## config.mk

```make
export PLATFORM = sky130hd
export DESIGN_NAME = key_scan
export DESIGN_NICKNAME = d
export VERILOG_FILES = /design/src/rtl/key_scan_pkg.sv /design/src/rtl/key_debounce_ch.sv /design/src/rtl/key_scan.sv
export SDC_FILE = /design/constraint.sdc
export NUM_CORES = 1
export LEC_CHECK = 0
export ABC_CLOCK_PERIOD_IN_PS = 3600
export BUFFER_PORTS_ARGS = -buffer_cell sky130_fd_sc_hd__buf_4
export CORE_MARGIN = 4
export CORE_UTILIZATION = 55
export CTS_CLUSTER_DIAMETER = 120
export DETAILED_ROUTE_END_ITERATION = 10
export PLACE_DENSITY = 0.72
export SYNTH_ARGS = -nofsm -noshare
export SYNTH_HDL_FRONTEND = slang
export SYNTH_SLANG_ARGS = --single-unit
```

## constraint.sdc

```tcl
create_clock -name i_clk -period 3.6 [get_ports i_clk]
set_input_delay 0.18 -clock i_clk [delete_from_list [all_inputs] [get_ports i_clk]]
set_output_delay 0.18 -clock i_clk [all_outputs]
set_load 0.02 [all_outputs]
```

## src/rtl/key_scan_pkg.sv

```systemverilog
// rtl/key_scan_pkg.sv - shared types and constant helpers for the key scanner
//
// Contents:
//   key_state_e : per-channel debounce FSM state (IDLE, PDB, HELD, RDB)
//   CLOG2       : ceiling log2 for constant width calculations
//   bits_for    : register width able to hold 0..max_value, never below 1
//   ms_div      : clock cycles per 1 ms time-base tick (MS_DIV)
package key_scan_pkg;

    typedef enum logic [1:0] {
        IDLE = 2'd0,    // released, waiting for the key to go active
        PDB  = 2'd1,    // press debounce
        HELD = 2'd2,    // accepted press, counting hold time
        RDB  = 2'd3     // release debounce, hold time frozen
    } key_state_e;

    function automatic int CLOG2(input int value);
        int res;
        res = 0;
        while ((1 << res) < value) begin
            res = res + 1;
        end
        return res;
    endfunction

    // A zero-range counter (e.g. long detection disabled) still gets one bit
    // so every vector stays legal.
    function automatic int bits_for(input int max_value);
        int w;
        w = CLOG2(max_value + 1);
        return (w < 1) ? 1 : w;
    endfunction

    // MS_DIV: clock cycles per millisecond; the clock is a multiple of 1 kHz.
    function automatic int ms_div(input int clk_freq_hz);
        return clk_freq_hz / 1000;
    endfunction

endpackage

```

## src/rtl/key_debounce_ch.sv

```systemverilog
// rtl/key_debounce_ch.sv - one key channel: synchroniser, debounce FSM, hold timer
//
// Ports:
//   i_clk, i_rst : clock, asynchronous active-high reset
//   i_ms_tick    : one-cycle strobe once per millisecond from the shared prescaler
//   i_key        : raw asynchronous key pin
//   o_level      : debounced state, 1 = pressed
//   o_press      : one-cycle pulse when a press is accepted
//   o_release    : one-cycle pulse when a release is accepted
//   o_long       : one-cycle pulse when the hold time reaches P_LONG_MS
module key_debounce_ch
    import key_scan_pkg::*;
#(
    parameter int P_DEBOUNCE_MS = 20,
    parameter int P_LONG_MS     = 1000,
    parameter bit P_KEY_ON      = 1'b0
) (
    input  logic i_clk,
    input  logic i_rst,
    input  logic i_ms_tick,
    input  logic i_key,
    output logic o_level,
    output logic o_press,
    output logic o_release,
    output logic o_long
);

    localparam int DB_W   = bits_for(P_DEBOUNCE_MS);
    localparam int HOLD_W = bits_for(P_LONG_MS);

    localparam logic [DB_W-1:0]   DB_LAST   = DB_W'(P_DEBOUNCE_MS - 1);
    localparam logic [HOLD_W-1:0] HOLD_MAX  = HOLD_W'(P_LONG_MS);
    localparam logic [HOLD_W-1:0] HOLD_LAST = HOLD_W'(P_LONG_MS - 1);

    // Synchroniser idles at the released pin level so reset never looks
    // like a press.
    logic [1:0]        sync_q;
    logic              key_on;

    key_state_e        state_q,    state_d;
    logic [DB_W-1:0]   db_cnt_q,   db_cnt_d;
    logic [HOLD_W-1:0] hold_cnt_q, hold_cnt_d;
    logic              level_q,    level_d;
    logic              press_q,    press_d;
    logic              release_q,  release_d;
    logic              long_q,     long_d;

    assign key_on = (sync_q[1] == P_KEY_ON);

    always_ff @(posedge i_clk or posedge i_rst) begin
        if (i_rst) begin
            sync_q     <= {2{~P_KEY_ON}};
            state_q    <= IDLE;
            db_cnt_q   <= '0;
            hold_cnt_q <= '0;
            level_q    <= 1'b0;
            press_q    <= 1'b0;
            release_q  <= 1'b0;
            long_q     <= 1'b0;
        end else begin
            sync_q     <= {sync_q[0], i_key};
            state_q    <= state_d;
            db_cnt_q   <= db_cnt_d;
            hold_cnt_q <= hold_cnt_d;
            level_q    <= level_d;
            press_q    <= press_d;
            release_q  <= release_d;
            long_q     <= long_d;
        end
    end

    // A change of key_on always wins over a coincident ms tick: the pending
    // debounce is abandoned rather than accepted.
    always_comb begin
        state_d    = state_q;
        db_cnt_d   = db_cnt_q;
        hold_cnt_d = hold_cnt_q;
        level_d    = level_q;
        press_d    = 1'b0;
        release_d  = 1'b0;
        long_d     = 1'b0;

        case (state_q)
            IDLE: begin
                if (key_on) begin
                    state_d  = PDB;
                    db_cnt_d = '0;
                end
            end

            PDB: begin
                if (!key_on) begin
                    state_d = IDLE;
                end else if (i_ms_tick) begin
                    if (db_cnt_q == DB_LAST) begin
                        state_d    = HELD;
                        press_d    = 1'b1;
                        level_d    = 1'b1;
                        hold_cnt_d = '0;
                    end else begin
                        db_cnt_d = db_cnt_q + 1'b1;
                    end
                end
            end

            HELD: begin
                if (!key_on) begin
                    state_d  = RDB;
                    db_cnt_d = '0;
                end else if (i_ms_tick && (hold_cnt_q < HOLD_MAX)) begin
                    // Saturating counter: the long pulse fires only on the
                    // increment that reaches the limit, so once per press.
                    hold_cnt_d = hold_cnt_q + 1'b1;
                    long_d     = (hold_cnt_q == HOLD_LAST);
                end
            end

            RDB: begin
                // hold_cnt_q is left untouched here, so a release bounce
                // neither restarts nor re-arms the long event.
                if (key_on) begin
                    state_d = HELD;
                end else if (i_ms_tick) begin
                    if (db_cnt_q == DB_LAST) begin
                        state_d    = IDLE;
                        release_d  = 1'b1;
                        level_d    = 1'b0;
                        hold_cnt_d = '0;
                    end else begin
                        db_cnt_d = db_cnt_q + 1'b1;
                    end
                end
            end

            default: begin
                state_d = IDLE;
            end
        endcase
    end

    assign o_level   = level_q;
    assign o_press   = press_q;
    assign o_release = release_q;
    assign o_long    = long_q;

endmodule

```

## src/rtl/key_scan.sv

```systemverilog
// rtl/key_scan.sv - multi-key debouncer with press, release and long-press events
//
// Ports:
//   i_clk         : system clock
//   i_rst         : asynchronous active-high reset
//   i_key         : raw asynchronous key pins, P_KEY_NUM wide
//   o_key_level   : debounced key states, 1 = pressed
//   o_key_press   : one-cycle press-accepted pulses
//   o_key_release : one-cycle release-accepted pulses
//   o_key_long    : one-cycle long-press pulses
module key_scan
    import key_scan_pkg::*;
#(
    parameter int P_KEY_NUM     = 2,
    parameter int P_CLK_FREQ_HZ = 10_000_000,
    parameter int P_DEBOUNCE_MS = 20,
    parameter int P_LONG_MS     = 1000,
    parameter int P_KEY_ON      = 0
) (
    input  logic                 i_clk,
    input  logic                 i_rst,
    input  logic [P_KEY_NUM-1:0] i_key,
    output logic [P_KEY_NUM-1:0] o_key_level,
    output logic [P_KEY_NUM-1:0] o_key_press,
    output logic [P_KEY_NUM-1:0] o_key_release,
    output logic [P_KEY_NUM-1:0] o_key_long
);

    localparam int MS_DIV = ms_div(P_CLK_FREQ_HZ);
    localparam int PRE_W  = bits_for(MS_DIV - 1);

    localparam logic [PRE_W-1:0] PRE_LAST = PRE_W'(MS_DIV - 1);

    // Free-running millisecond prescaler shared by every channel; key
    // activity never restarts it, which is why acceptance time has a
    // one-tick uncertainty.
    logic [PRE_W-1:0] pre_cnt_q, pre_cnt_d;
    logic             ms_tick;

    assign ms_tick = (pre_cnt_q == PRE_LAST);

    always_comb begin
        pre_cnt_d = pre_cnt_q + 1'b1;
        if (ms_tick) begin
            pre_cnt_d = '0;
        end
    end

    always_ff @(posedge i_clk or posedge i_rst) begin
        if (i_rst) begin
            pre_cnt_q <= '0;
        end else begin
            pre_cnt_q <= pre_cnt_d;
        end
    end

    for (genvar g = 0; g < P_KEY_NUM; g++) begin : g_ch
        key_debounce_ch #(
            .P_DEBOUNCE_MS (P_DEBOUNCE_MS),
            .P_LONG_MS     (P_LONG_MS),
            .P_KEY_ON      (P_KEY_ON != 0)
        ) u_ch (
            .i_clk     (i_clk),
            .i_rst     (i_rst),
            .i_ms_tick (ms_tick),
            .i_key     (i_key[g]),
            .o_level   (o_key_level[g]),
            .o_press   (o_key_press[g]),
            .o_release (o_key_release[g]),
            .o_long    (o_key_long[g])
        );
    end

endmodule

```

Yosys cells after proc, flatten, opt, wreduce, memory -nomap -nowiden --
Index checks and enable logic that the tools add are counted.
Storage, ports and cells: bits in registers 60, bits of input ports 4, output and inout port bits 8, logic and storage cells 158
Operators by class: add/subtract/negate cells 5, order comparisons 2, equal/unequal tests 39, muxes and demuxes 79, reduce and logical (&&, ||, !) cells 16
Operators by type and width (count):
- $mux 10 | 12
- $mux 5 | 12
- $pmux 10 s3 | 2
- $pmux 5 s4 | 2
- $mux 2 | 16
- $mux 1 | 30
- $ne 2x1->1 const B | 12
- $add 10x1->10 const B | 2
- $eq 10x10->1 const B | 2
- $lt 10x10->1 const B | 2
- $ne 2x2->1 const B | 8
- $pmux 2 s4 | 2
- $add 14x1->14 const B | 1
- $eq 14x14->1 const B | 1
- $mux 14 | 1
- $reduce_and 7->1 | 2
- $reduce_and 6->1 | 2
- $add 5x1->5 const B | 2
- $eq 5x5->1 const B | 2
- $reduce_and 5->1 | 2
- $ne 3x1->1 const B | 3
- $ne 3x3->1 const B | 3
- $eq 2x2->1 const B | 4
- $reduce_and 4->1 | 2
- 7 further kinds | 14

Depth between registers and ports, before layout --
Gate-level depths: netlist of run 1.
word-level depth 5, gate-level depth with buffers 8, mapped depth without buffers 6

Hierarchy --
A second synthesis of run 1 with hierarchy kept.
Unflattened totals: cells, all modules 303, area total of the unflattened synthesis 3231.8 sq um
By module, submodules not included:
- key_debounce_ch (g_ch[1].u_ch) | times used 1, cells each 127, area each 1312.5 sq um, seq. area each 578.1 sq um
- key_debounce_ch (g_ch[0].u_ch) | times used 1, cells each 113, area each 1247.4 sq um, seq. area each 578.1 sq um
- key_scan | times used 1, cells each 63, area each 671.9 sq um, seq. area each 350.3 sq um

Worst setup path before layout of run 1 --
No wires, ideal clock.
path kind flip-flop to flip-flop, from register pre_cnt_q[0], to register g_ch[1].u_ch.db_cnt_q[0], library setup time 0.121 ns, data arrival time 1.733 ns, data required time 3.479 ns, path slack 1.746 ns, stages on the path, launching flop included 7, path buffers 0, clock period less this slack 1.854 ns, cells stage by stage dfrtp_1 -> ha_1 -> and3_1 -> nand4_1 -> nor2_1 -> mux2_2 -> a22o_1
Between the ends: word-level cells in the longest chain between the ends 4, elaborated cells between the ends (all ways) 5, those cells by class 1 x eq/ne; 4 x mux
RTL lines:
- from (decl) | RTL line key_scan.sv:37 | logic [PRE_W-1:0] pre_cnt_q, pre_cnt_d;
- from (signal assigned) | RTL line key_scan.sv:53 | pre_cnt_q <= pre_cnt_d;
- $eq 14x14->1 (*) | RTL line key_scan.sv:40 | assign ms_tick = (pre_cnt_q == PRE_LAST);
- $mux 5 (*)
- $mux 5, on equally long branches
- $pmux 5 s4 (*)
- to (signal assigned) | RTL line key_debounce_ch.sv:63 | db_cnt_q <= db_cnt_d;
- to (decl) | RTL line key_debounce_ch.sv:41 | logic [DB_W-1:0] db_cnt_q, db_cnt_d;
Mark *: on every way between the ends. The rest lies on a longest branch, timed or not. The select of a mux whose other input is x is not followed. A chain may end at the register's enable or synchronous reset.

Worst setup path after layout of run 1 --
from register pre_cnt_q[0], to register g_ch[0].u_ch.hold_cnt_q[7]
Between the ends: word-level cells in the longest chain between the ends 4, elaborated cells between the ends (all ways) 8, those cells by class 2 x eq/ne; 4 x mux; 2 x reduce/logical
RTL lines:
- $eq 14x14->1 (*) | RTL line key_scan.sv:40
- $mux 10 / $logic_and 1x1->1 (equally long branches)
- $mux 10 (tied with other cells)
- $pmux 10 s3 / $reduce_and 5->1 (equally long branches)
- to (signal assigned) | RTL line key_debounce_ch.sv:64 | hold_cnt_q <= hold_cnt_d;
- to (decl) | RTL line key_debounce_ch.sv:42 | logic [HOLD_W-1:0] hold_cnt_q, hold_cnt_d;
Marked as above.

==> impl_metrics.env, run 1 <==
export IMPL_syn_inst=312
export IMPL_fin_nets=328
export IMPL_min_from="g_ch[1].u_ch.sync_q[0]"
export IMPL_hold_viol=0
export IMPL_slowest_delay_ns=0.50
export IMPL_cp_num_buf_inv=1
export IMPL_register_area_sq_um=1506
export IMPL_routedWlPerCell_um=14.07
export IMPL_antenna_found_initial=0
export IMPL_htree_levels=3
export IMPL_path_cells="ha_1, and3_1, and4_1, buf_4, o21ai_2, or4b_1, nand2_1"
export IMPL_yosysSeqAreaShare_pct=49.16
export IMPL_syn_area_sq_um=3064
export IMPL_worstSetupStartpoint="pre_cnt_q[0]"
export IMPL_wl_um=5544
export IMPL_antennaDiodeCount=0
export IMPL_die_width_um=82.64
export IMPL_fin_crit_sh_pct=65.23
export IMPL_clock_skew_final_ns=0.01094
export IMPL_clk_pin_slew_ns=0.06
export IMPL_cts_root_buf="clkbuf_8"
export IMPL_synth_top_flop_cell="dfrtp_1"
export IMPL_clk_latency_ns=0.33
export IMPL_status="complete, no violations"
export IMPL_crit_slowest_cell="or4b_1"
export IMPL_drtIter0Drc=72
export IMPL_area_growth_syn_to_layout_pct=10.25
export IMPL_worst_hold_slack_ns=0.3550
export IMPL_end_kind="flop"
export IMPL_fin_crit_ns=2.348
export IMPL_drv_slew=0
export IMPL_fillers=424
export IMPL_setup_viol=0
export IMPL_vias_per_cell=5.825
export IMPL_finalSetupTns_ns=0
export IMPL_grt_max_degree=35
export IMPL_io_pin_count=12
export IMPL_cp_start_kind="flop"
export IMPL_powerDensity_nw_per_um2=424.9
export IMPL_cts_tree="yes"
export IMPL_reg2reg_from="pre_cnt_q[0]"
export IMPL_numCtsBuffers=9
export IMPL_multiInputGateArea_sq_um=1391
export IMPL_drt_pass1_iter_count=6
export IMPL_synthesis_nets=321
export IMPL_drive_above_1_share_pct=15.12
export IMPL_num_rows=26
export IMPL_hpwl_um=3792
export IMPL_core_area_sq_um=5238
export IMPL_yosys_warnings=0
export IMPL_p_leak_uw=0.001511
export IMPL_postCtsSetupBuffers=0
export IMPL_critPathKind="reg2reg"
export IMPL_synth_async_reset_ratio_pct=100.0
export IMPL_ant_nets=0
export IMPL_cts_buffer_depth=2
export IMPL_initial_core_util_pct=58.50
export IMPL_track_usage_pct=18.29
export IMPL_die_area_sq_um=6829
export IMPL_die_h_um=82.64
export IMPL_critPathMaxFanout=18
export IMPL_synth_edf_count=0
export IMPL_rsz0062_at_grt="no"
export IMPL_dr_total_vias=2295
export IMPL_cap_viol_max_count=0
export IMPL_cpLargestDelayFamily="simple AND/OR/NAND/NOR gates"
export IMPL_fmax_ghz=0.4258
export IMPL_grt_pass1_wl_um=9722
export IMPL_cts_sinks=60
export IMPL_synth_distinct_cells=56
export IMPL_grt_overflow=0
export IMPL_crit_arrival_ns=2.62
export IMPL_syn_mean_instance_area_sq_um=9.821
export IMPL_hold_class="reg2reg"
export IMPL_grt_pass1_vias=2157
export IMPL_place_congestion=0.7989
export IMPL_required_ns=3.87
export IMPL_drc=0
export IMPL_io_buffer_count=11
export IMPL_ir_drop_mv=0.2709
export IMPL_relSlewSlack_pct=25.85
export IMPL_ys_ff_latch=60
export IMPL_worstMarginPinSlew_ns=1.101
[through the flow]
stage	utilization, %	setup WS (ns)	instance area (sq um)	cells	total power, uW
after detailed placement	59.36	1.262	3109	375	724.2
after floorplan	-	1.746	3064	312	715.9
after global placement	59.36	1.306	3109	375	723.7
after CTS	64.50	1.236	3378	394	1451
final	64.50	1.252	3378	394	1435
after global routing	64.50	0.9815	3378	394	1488
[flip-flops by register name (all words and copies together) (netlist names), named ones only]
register              count
g_ch.u_ch.hold_cnt_q     20
pre_cnt_q                14
g_ch.u_ch.db_cnt_q       10
g_ch.u_ch.sync_q          4
g_ch.u_ch.o_level         2
g_ch.u_ch.o_long          2
g_ch.u_ch.o_press         2
g_ch.u_ch.o_release       2
g_ch.u_ch.state_q         2
[logic make-up (layout without fill, tap and decap cells)]
group | count (synthesis) | in the layout | synth area share, %
mux | 5 | 5 | 1.715
buf+inv | 27 | 39 | 5.431
fa+ha+maj | 5 | 5 | 2.042
simple gates | 138 | 138 | 24.01
flops | 60 | 60 | 49.16
xor+xnor | 15 | 15 | 4.533
compound gates | 62 | 62 | 13.11
[report_power, final]
part           internal [uW]  leakage (uW)  switching [uW]  total [uW]
logic                   8.09      0.000590            19.5        27.6
registers                679      0.000806            5.94         685
clock network            457      0.000115             265         722
[cell usage in the layout (no fill, tap or decap), drive strengths merged, types with 3 or more instances in the layout]
master	netlist	routed
o21ai	29	29
o41ai	4	4
dfrtp	56	56
mux2i	3	3
dlygate4sd3	0	3
nor4	4	4
nor2	32	32
ha	5	5
a21oi	4	4
nor3	10	10
a31oi	4	4
buf	15	13
and2	6	6
clkbuf	5	9
dfstp	4	4
xor2	9	9
a21boi	3	3
and4	3	3
inv	7	7
nand4	10	10
nand3	17	17
or4b	3	3
o31ai	5	5
bufinv	0	3
xnor2	6	6
nand2	32	32
and3	7	7
[final timing paths]
path | endpoint | slack (ns) | depth (start not counted)
hold / removal | g_ch[1].u_ch.sync_q[1] | 0.36 | 0
max in group asynchronous | g_ch[0].u_ch.sync_q[1] | 2.23 | 4
hold reg to reg | g_ch[1].u_ch.sync_q[1] | 0.36 | 0
setup / recovery | g_ch[0].u_ch.hold_cnt_q[7] | 1.25 | 7
setup reg to reg | g_ch[0].u_ch.hold_cnt_q[7] | 1.25 | 7
min in group asynchronous | g_ch[1].u_ch.hold_cnt_q[6] | 0.51 | 3
[per-layer routing]
layer / up-vias / wire [um] / global-route usage, %
li1: 1128 / - / -
met1: 1128 / 2666 / 23.67
met2: 34 / 2638 / 30.37
met3: 5 / 182 / 3.905
met4: 0 / 57 / 6.209
met5: - / 0 / 0
[Yosys cell counts, types with 4 or more instances]
cell | number | area (sq um)
dfrtp_1 | 56 | 1401
nor2_1 | 32 | 120.1
nand2_1 | 31 | 116.4
o21ai_0 | 28 | 140.1
nand3_1 | 17 | 85.08
nand4_1 | 10 | 62.56
nor3_1 | 9 | 45.04
buf_4 | 8 | 60.06
xor2_1 | 8 | 70.07
inv_1 | 7 | 26.28
and3_1 | 6 | 37.54
buf_2 | 6 | 30.03
xnor2_1 | 6 | 52.55
and2_1 | 5 | 31.28
ha_1 | 5 | 62.56
o31ai_1 | 5 | 37.54
a21oi_1 | 4 | 20.02
a31oi_1 | 4 | 25.02
dfstp_2 | 4 | 105.1
o41ai_1 | 4 | 35.03
[area by class of cell]
type                       count  area share, %
tap                           70          2.593
timing repair buffer          16          3.778
inverter                       7         0.7778
multi-input combinational    225          41.19
clock inverter                 7          3.407
sequential                    60          44.59
clock buffer                   9          3.667
[what timing repair did]
item	in CTS	in global routing
resized for setup	0	0
hold buffers	3	0
hold endpoints to repair	33	0
Power figures use the tool's default switching activity.
==> inputs of run 2 (changes only) <==
--- a/config.mk
+++ b/config.mk
@@ -5,13 +5,13 @@
 export SDC_FILE = /design/constraint.sdc
 export NUM_CORES = 1
 export LEC_CHECK = 0
-export ABC_CLOCK_PERIOD_IN_PS = 3600
+export ABC_CLOCK_PERIOD_IN_PS = 2100
 export BUFFER_PORTS_ARGS = -buffer_cell sky130_fd_sc_hd__buf_4
 export CORE_MARGIN = 4
 export CORE_UTILIZATION = 55
 export CTS_CLUSTER_DIAMETER = 120
 export DETAILED_ROUTE_END_ITERATION = 10
-export PLACE_DENSITY = 0.72
+export PLACE_DENSITY = 0.75
 export SYNTH_ARGS = -nofsm -noshare
 export SYNTH_HDL_FRONTEND = slang
 export SYNTH_SLANG_ARGS = --single-unit
==> constraint.sdc (replaced) <==
create_clock -name i_clk -period 2.1 [get_ports i_clk]
set_input_delay 0.105 -clock i_clk [delete_from_list [all_inputs] [get_ports i_clk]]
set_output_delay 0.105 -clock i_clk [all_outputs]
set_load 0.02 [all_outputs]
==> run 2 against run 1 <==
Cell area up 2.5%. Combinational power up 110%. Worst hold slack worse by 0.0010 ns. Power up 50%. Utilization up 1.6 points. Largest cell class unchanged.
==> impl_metrics.env, run 2 (synthesis results as in run 1) <==
export IMPL_required_ns=2.37
export IMPL_cts_tree="yes"
export IMPL_end_kind="flop"
export IMPL_wl_um=5771
export IMPL_drc=0
export IMPL_grt_overflow=0
export IMPL_grt_max_degree=26
export IMPL_setup_viol=0
export IMPL_crit_arrival_ns=2.23
export IMPL_place_congestion=0.8773
export IMPL_io_pin_count=12
export IMPL_core_area_sq_um=5238
export IMPL_hold_class="in2async"
export IMPL_fin_nets=344
export IMPL_critPathKind="reg2reg"
export IMPL_largest_register="g_ch.u_ch.hold_cnt_q"
export IMPL_reg_top3="g_ch.u_ch.hold_cnt_q: 20 flops, pre_cnt_q: 14 flops, g_ch.u_ch.db_cnt_q: 10 flops"
export IMPL_num_rows=26
export IMPL_hpwl_um=4020
export IMPL_drive_above_1_share_pct=19.71
export IMPL_clk_latency_ns=0.34
export IMPL_p_leak_uw=0.001565
export IMPL_htree_levels=3
export IMPL_clock_skew_final_ns=0.01061
export IMPL_fillers=403
export IMPL_vias_per_cell=5.705
export IMPL_io_buffer_count=11
export IMPL_critPathMaxFanout=8
export IMPL_final_cell_mix="56 x dfrtp_1, 32 x nor2_1, 31 x nand2_1"
export IMPL_die_width_um=82.64
export IMPL_fmax_ghz=0.5098
export IMPL_cts_buffer_depth=2
export IMPL_ir_drop_mv=0.4054
export IMPL_final_common_cell="dfrtp_1"
export IMPL_ant_nets=0
export IMPL_die_area_sq_um=6829
export IMPL_status="complete, no violations"
export IMPL_numCtsBuffers=9
export IMPL_fin_util_pct=66.10
export IMPL_largest_register_ffs=20
export IMPL_grt_pass1_wl_um=9867
export IMPL_clk_pin_slew_ns=0.07
export IMPL_cts_root_buf="clkbuf_8"
export IMPL_drtIter0Drc=121
export IMPL_drv_slew=0
export IMPL_initial_core_util_pct=58.50
export IMPL_drt_pass1_iter_count=4
export IMPL_antennaDiodeCount=0
export IMPL_antenna_found_initial=0
export IMPL_relSlewSlack_pct=65.24
export IMPL_area_growth_syn_to_layout_pct=12.98
export IMPL_track_usage_pct=18.97
export IMPL_cap_viol_max_count=0
export IMPL_powerDensity_nw_per_um2=622.0
export IMPL_worst_hold_slack_ns=0.3540
export IMPL_hold_viol=0
export IMPL_cts_sinks=60
export IMPL_routedWlPerCell_um=14.08
export IMPL_cp_start_kind="flop"
export IMPL_dr_total_vias=2339
export IMPL_die_h_um=82.64
export IMPL_fin_crit_sh_pct=93.41
export IMPL_worstMarginPinSlew_ns=0.5207
export IMPL_fin_crit_ns=1.962
export IMPL_grt_pass1_vias=2275
-- run 2: metrics by stage --
| step | instances | area (sq um) | power, uW | worst slack [ns] | TNS [ns] |
|---|---|---|---|---|---|
| 4_1_cts | 408 | 3437 | 2182 | 0.1035 | 0 |
| 3_5_place_dp | 389 | 3227 | 1250 | 0.1196 | 0 |
| 6_report | 410 | 3462 | 2153 | 0.1385 | 0 |
| 3_3_place_gp | 389 | 3227 | 1249 | 0.2113 | 0 |
| 2_1_floorplan | 312 | 3064 | 1227 | 0.2458 | 0 |
| 5_1_grt | 410 | 3462 | 2245 | -0.001734 | -0.001734 |
-- run 2: repair_timing --
item                                   in CTS  in global routing
gates resized for setup                     0                  3
endpoints found under the hold margin      23                  0
buffers inserted                            0                  2
hold buffers                                3                  0
setup endpoints to repair                   0                 12
-- run 2: per-layer routing --
layer	up-vias	wire, um	global-route usage, %
met5	-	0	0
met4	0	39	5.882
met3	6	261	7.918
met2	37	2837	31.17
met1	1134	2632	22.63
li1	1162	-	-
-- run 2: worst paths after layout --
check / from / to / depth (start not counted) / slack, ns
worst min register to register: g_ch[0].u_ch.sync_q[0] / g_ch[0].u_ch.sync_q[1] / 0 / 0.36
max in group asynchronous: i_rst / g_ch[0].u_ch.hold_cnt_q[5] / 4 / 1.16
worst max register to register: pre_cnt_q[7] / g_ch[1].u_ch.db_cnt_q[3] / 6 / 0.14
worst min-delay path: i_rst / pre_cnt_q[13] / 3 / 0.35
min in group i_clk: g_ch[0].u_ch.sync_q[0] / g_ch[0].u_ch.sync_q[1] / 0 / 0.36
worst max-delay path: pre_cnt_q[7] / g_ch[1].u_ch.db_cnt_q[3] / 6 / 0.14
-- run 2: where the power goes --
group	switching, uW	internal, uW	total (uW)
Combinational	37.2	21.1	58.4
Sequential	8.24	1170	1170
Clock	434	488	922
-- run 2: critical path, cell delays in order, from the launching register on --
cell and delay [ns]:
dfrtp_1 0.44, nor4_2 0.31, and4_1 0.29, buf_4 0.17, nand4_1 0.12, or4b_1 0.48
nand3_1 0.09
-- run 2: final cells by class --
type | count | area [sq um] | share of cell area (%)
inverter | 7 | 26.28 | 0.7589
clock inverter | 4 | 25.02 | 0.7228
timing repair buffer | 32 | 260.3 | 7.517
multi-input combinational | 225 | 1401 | 40.48
clock buffer | 12 | 155.1 | 4.481
sequential | 60 | 1506 | 43.51
tap | 70 | 87.58 | 2.530
==> inputs of run 3 (changes only) <==
--- a/config.mk
+++ b/config.mk
@@ -6,7 +6,7 @@
 export NUM_CORES = 1
 export LEC_CHECK = 0
 export ABC_CLOCK_PERIOD_IN_PS = 2100
-export BUFFER_PORTS_ARGS = -buffer_cell sky130_fd_sc_hd__buf_4
+export BUFFER_PORTS_ARGS = -buffer_cell sky130_fd_sc_hd__clkbuf_2
 export CORE_MARGIN = 4
 export CORE_UTILIZATION = 55
 export CTS_CLUSTER_DIAMETER = 120
==> run 3 against run 2 <==
Count of clock-buffer cells in the layout rose by 2. Critical endpoint unchanged. Sequential share of layout area rose by 0.67 points. Highest routed layer unchanged. Largest power group unchanged. Critical path type unchanged. Sequential cell count is the same. Critical path depth did not move. Maximum frequency increased by 1.5%. Cell count decreased by 0.49%. Largest cell class unchanged.
==> impl_metrics.env, run 3 (synthesis results as in run 1) <==
export IMPL_cts_buffer_depth=2
export IMPL_setup_viol=0
export IMPL_die_h_um=82.64
export IMPL_ant_nets=0
export IMPL_routedWlPerCell_um=14.04
export IMPL_postPlaceCellArea_sq_um=3199
export IMPL_hold_class="reg2reg"
export IMPL_fin_nets=342
export IMPL_fillers=434
export IMPL_core_area_sq_um=5238
export IMPL_cts_root_buf="clkbuf_8"
export IMPL_grtUsageMet1_pct=24.37
export IMPL_antennaDiodeCount=0
export IMPL_p_sw_uw=473.2
export IMPL_powerDensity_nw_per_um2=629.0
export IMPL_met3_usage_pct=7.701
export IMPL_clk_pin_slew_ns=0.07
export IMPL_vias_per_cell=5.762
export IMPL_place_congestion=0.8381
export IMPL_path_cells="nor4_2, and4_2, buf_12, nand4_1, or4b_1, nand3_1"
export IMPL_fin_crit_ns=1.933
export IMPL_ir_drop_mv=0.3997
export IMPL_p_int_uw=1671
export IMPL_drt_pass1_iter_count=4
export IMPL_cts_sinks=60
export IMPL_hpwl_um=3849
export IMPL_largest_register_ffs=20
export IMPL_critPathMaxFanout=21
export IMPL_grt_pass1_wl_um=10200
export IMPL_hold_depth=0
export IMPL_num_rows=26
export IMPL_hold_viol=0
export IMPL_fin_crit_sh_pct=92.03
export IMPL_reg2reg_slack_ns=0.17
export IMPL_track_usage_pct=19.59
export IMPL_layout_cells_non_filler=408
export IMPL_status="complete, no violations"
export IMPL_clk_latency_ns=0.33
export IMPL_seqPwrFrac_pct=54.7
export IMPL_drtIter0Drc=169
export IMPL_grt_pass1_vias=2280
export IMPL_reg_top3="g_ch.u_ch.hold_cnt_q: 20 flops, pre_cnt_q: 14 flops, g_ch.u_ch.db_cnt_q: 10 flops"
export IMPL_antenna_found_initial=0
export IMPL_postCtsSetupBuffers=0
export IMPL_drc=0
export IMPL_reg2reg_from="pre_cnt_q[6]"
export IMPL_r2r_cells=6
export IMPL_dr_total_vias=2351
export IMPL_drive_above_1_share_pct=18.34
export IMPL_fin_util_pct=65.10
export IMPL_cts_tree="yes"
export IMPL_end_kind="flop"
export IMPL_p_leak_uw=0.001551
export IMPL_grt_busiest_layer="met2"
export IMPL_rsz0062_at_grt="no"
export IMPL_crit_arrival_ns=2.21
export IMPL_die_area_sq_um=6829
export IMPL_io_buffer_count=11
export IMPL_clock_skew_final_ns=0.01057
export IMPL_grt_overflow=0
export IMPL_cap_viol_max_count=0
export IMPL_critPathKind="reg2reg"
export IMPL_reg2reg_to="g_ch[1].u_ch.db_cnt_q[3]"
export IMPL_required_ns=2.37
export IMPL_die_width_um=82.64
export IMPL_numCtsBuffers=9
export IMPL_area_growth_syn_to_layout_pct=11.27
export IMPL_worstHoldEndpoint="g_ch[0].u_ch.sync_q[1]"
export IMPL_power_switching_share_pct=22.07
export IMPL_finalSetupTns_ns=0
export IMPL_slowest_delay_ns=0.47
export IMPL_worstMarginPinSlew_ns=0.7416
export IMPL_grt_max_degree=61
export IMPL_initial_core_util_pct=58.50
export IMPL_final_common_cell="dfrtp_1"
export IMPL_total_power_uw=2145
export IMPL_clockPowerShare_pct=42.8
export IMPL_fmax_ghz=0.5174
export IMPL_combPwrFrac_pct=2.4
export IMPL_final_cell_mix="56 x dfrtp_1, 32 x nor2_1, 31 x nand2_1"
export IMPL_wl_um=5727
export IMPL_drv_slew=0
export IMPL_stdcell_area_sq_um=3410
export IMPL_min_from="g_ch[0].u_ch.sync_q[0]"
export IMPL_cp_start_kind="flop"
export IMPL_largest_register="g_ch.u_ch.hold_cnt_q"
export IMPL_dp_cells=389
export IMPL_htree_levels=3
export IMPL_io_pin_count=12
export IMPL_crit_slowest_cell="or4b_1"
export IMPL_grt_met2_usage_pct=31.33
export IMPL_relSlewSlack_pct=50.56
-- run 3: cell count changes in the layout (fill, tap and decap cells not counted), moves of 2 or more --
| cell | previous run | this run |
|---|---|---|
| buf_4 | 28 | 15 |
| clkbuf_1 | 1 | 3 |
| clkbuf_2 | 0 | 11 |
| clkinvlp_4 | 2 | 0 |
-- run 3: worst max-delay path by stage --
stage | startpoint | endpoint | slack, ns | depth (start not counted)
detailed placement | pre_cnt_q[6] | g_ch[1].u_ch.db_cnt_q[3] | 0.17 | 6
floorplan | pre_cnt_q[0] | g_ch[1].u_ch.db_cnt_q[0] | 0.25 | 6
CTS | pre_cnt_q[6] | g_ch[1].u_ch.db_cnt_q[3] | 0.17 | 6
finish | pre_cnt_q[6] | g_ch[1].u_ch.db_cnt_q[3] | 0.17 | 6
global placement | pre_cnt_q[11] | g_ch[1].u_ch.db_cnt_q[3] | 0.21 | 6
global route | pre_cnt_q[6] | g_ch[1].u_ch.db_cnt_q[3] | 0.01 | 6
-- run 3: worst max-delay path, delay by kind of cell, from the launching register on --
| family | cells | cell delay (ns) |
|---|---|---|
| simple gates | 5 | 1.29 |
| buf+inv | 1 | 0.17 |
| flops | 1 | 0.42 |
-- run 3: routing by layer --
layer	share of wire (%)	vias to the layer above
li1	-	1158
met1	46	1140
met2	48	44
met3	4.7	9
met4	1.2	0
met5	0	-
-- run 3: per-stage QoR --
step / hold WS, ns / worst slack (ns)
after global routing: 0.3631 / 0.01153
after CTS: 0.3589 / 0.1674
after floorplan: 0.1095 / 0.2458
final: 0.3601 / 0.1674
after global placement: 0.1946 / 0.2063
after detailed placement: 0.1947 / 0.1744
-- run 3: power groups by stage --
stage          sequential (uW)  clock [uW]  combinational, uW
2_1_floorplan             1190           0               38.9
3_3_place_gp              1190           0               48.3
3_5_place_dp              1190           0               49.4
4_1_cts                   1170         946               53.8
5_1_grt                   1170        1000               61.2
6_report                  1170         919               51.8
-- run 3: final cells by class --
| class | count | area [sq um] | share of cell area [%] |
|---|---|---|---|
| multi-input combinational | 225 | 1399 | 41.03 |
| timing repair buffer | 30 | 217.7 | 6.385 |
| sequential | 60 | 1506 | 44.18 |
| tap | 70 | 87.58 | 2.569 |
| clock buffer | 14 | 162.7 | 4.771 |
| inverter | 7 | 26.28 | 0.7706 |
| clock inverter | 2 | 10.01 | 0.2936 |
-- run 3: what timing repair did --
item / 4_1_cts / 5_1_grt
hold endpoints to repair: 58 / 0
setup endpoints to repair: 0 / 3
hold buffers: 3 / 0
gates resized for setup: 0 / 2
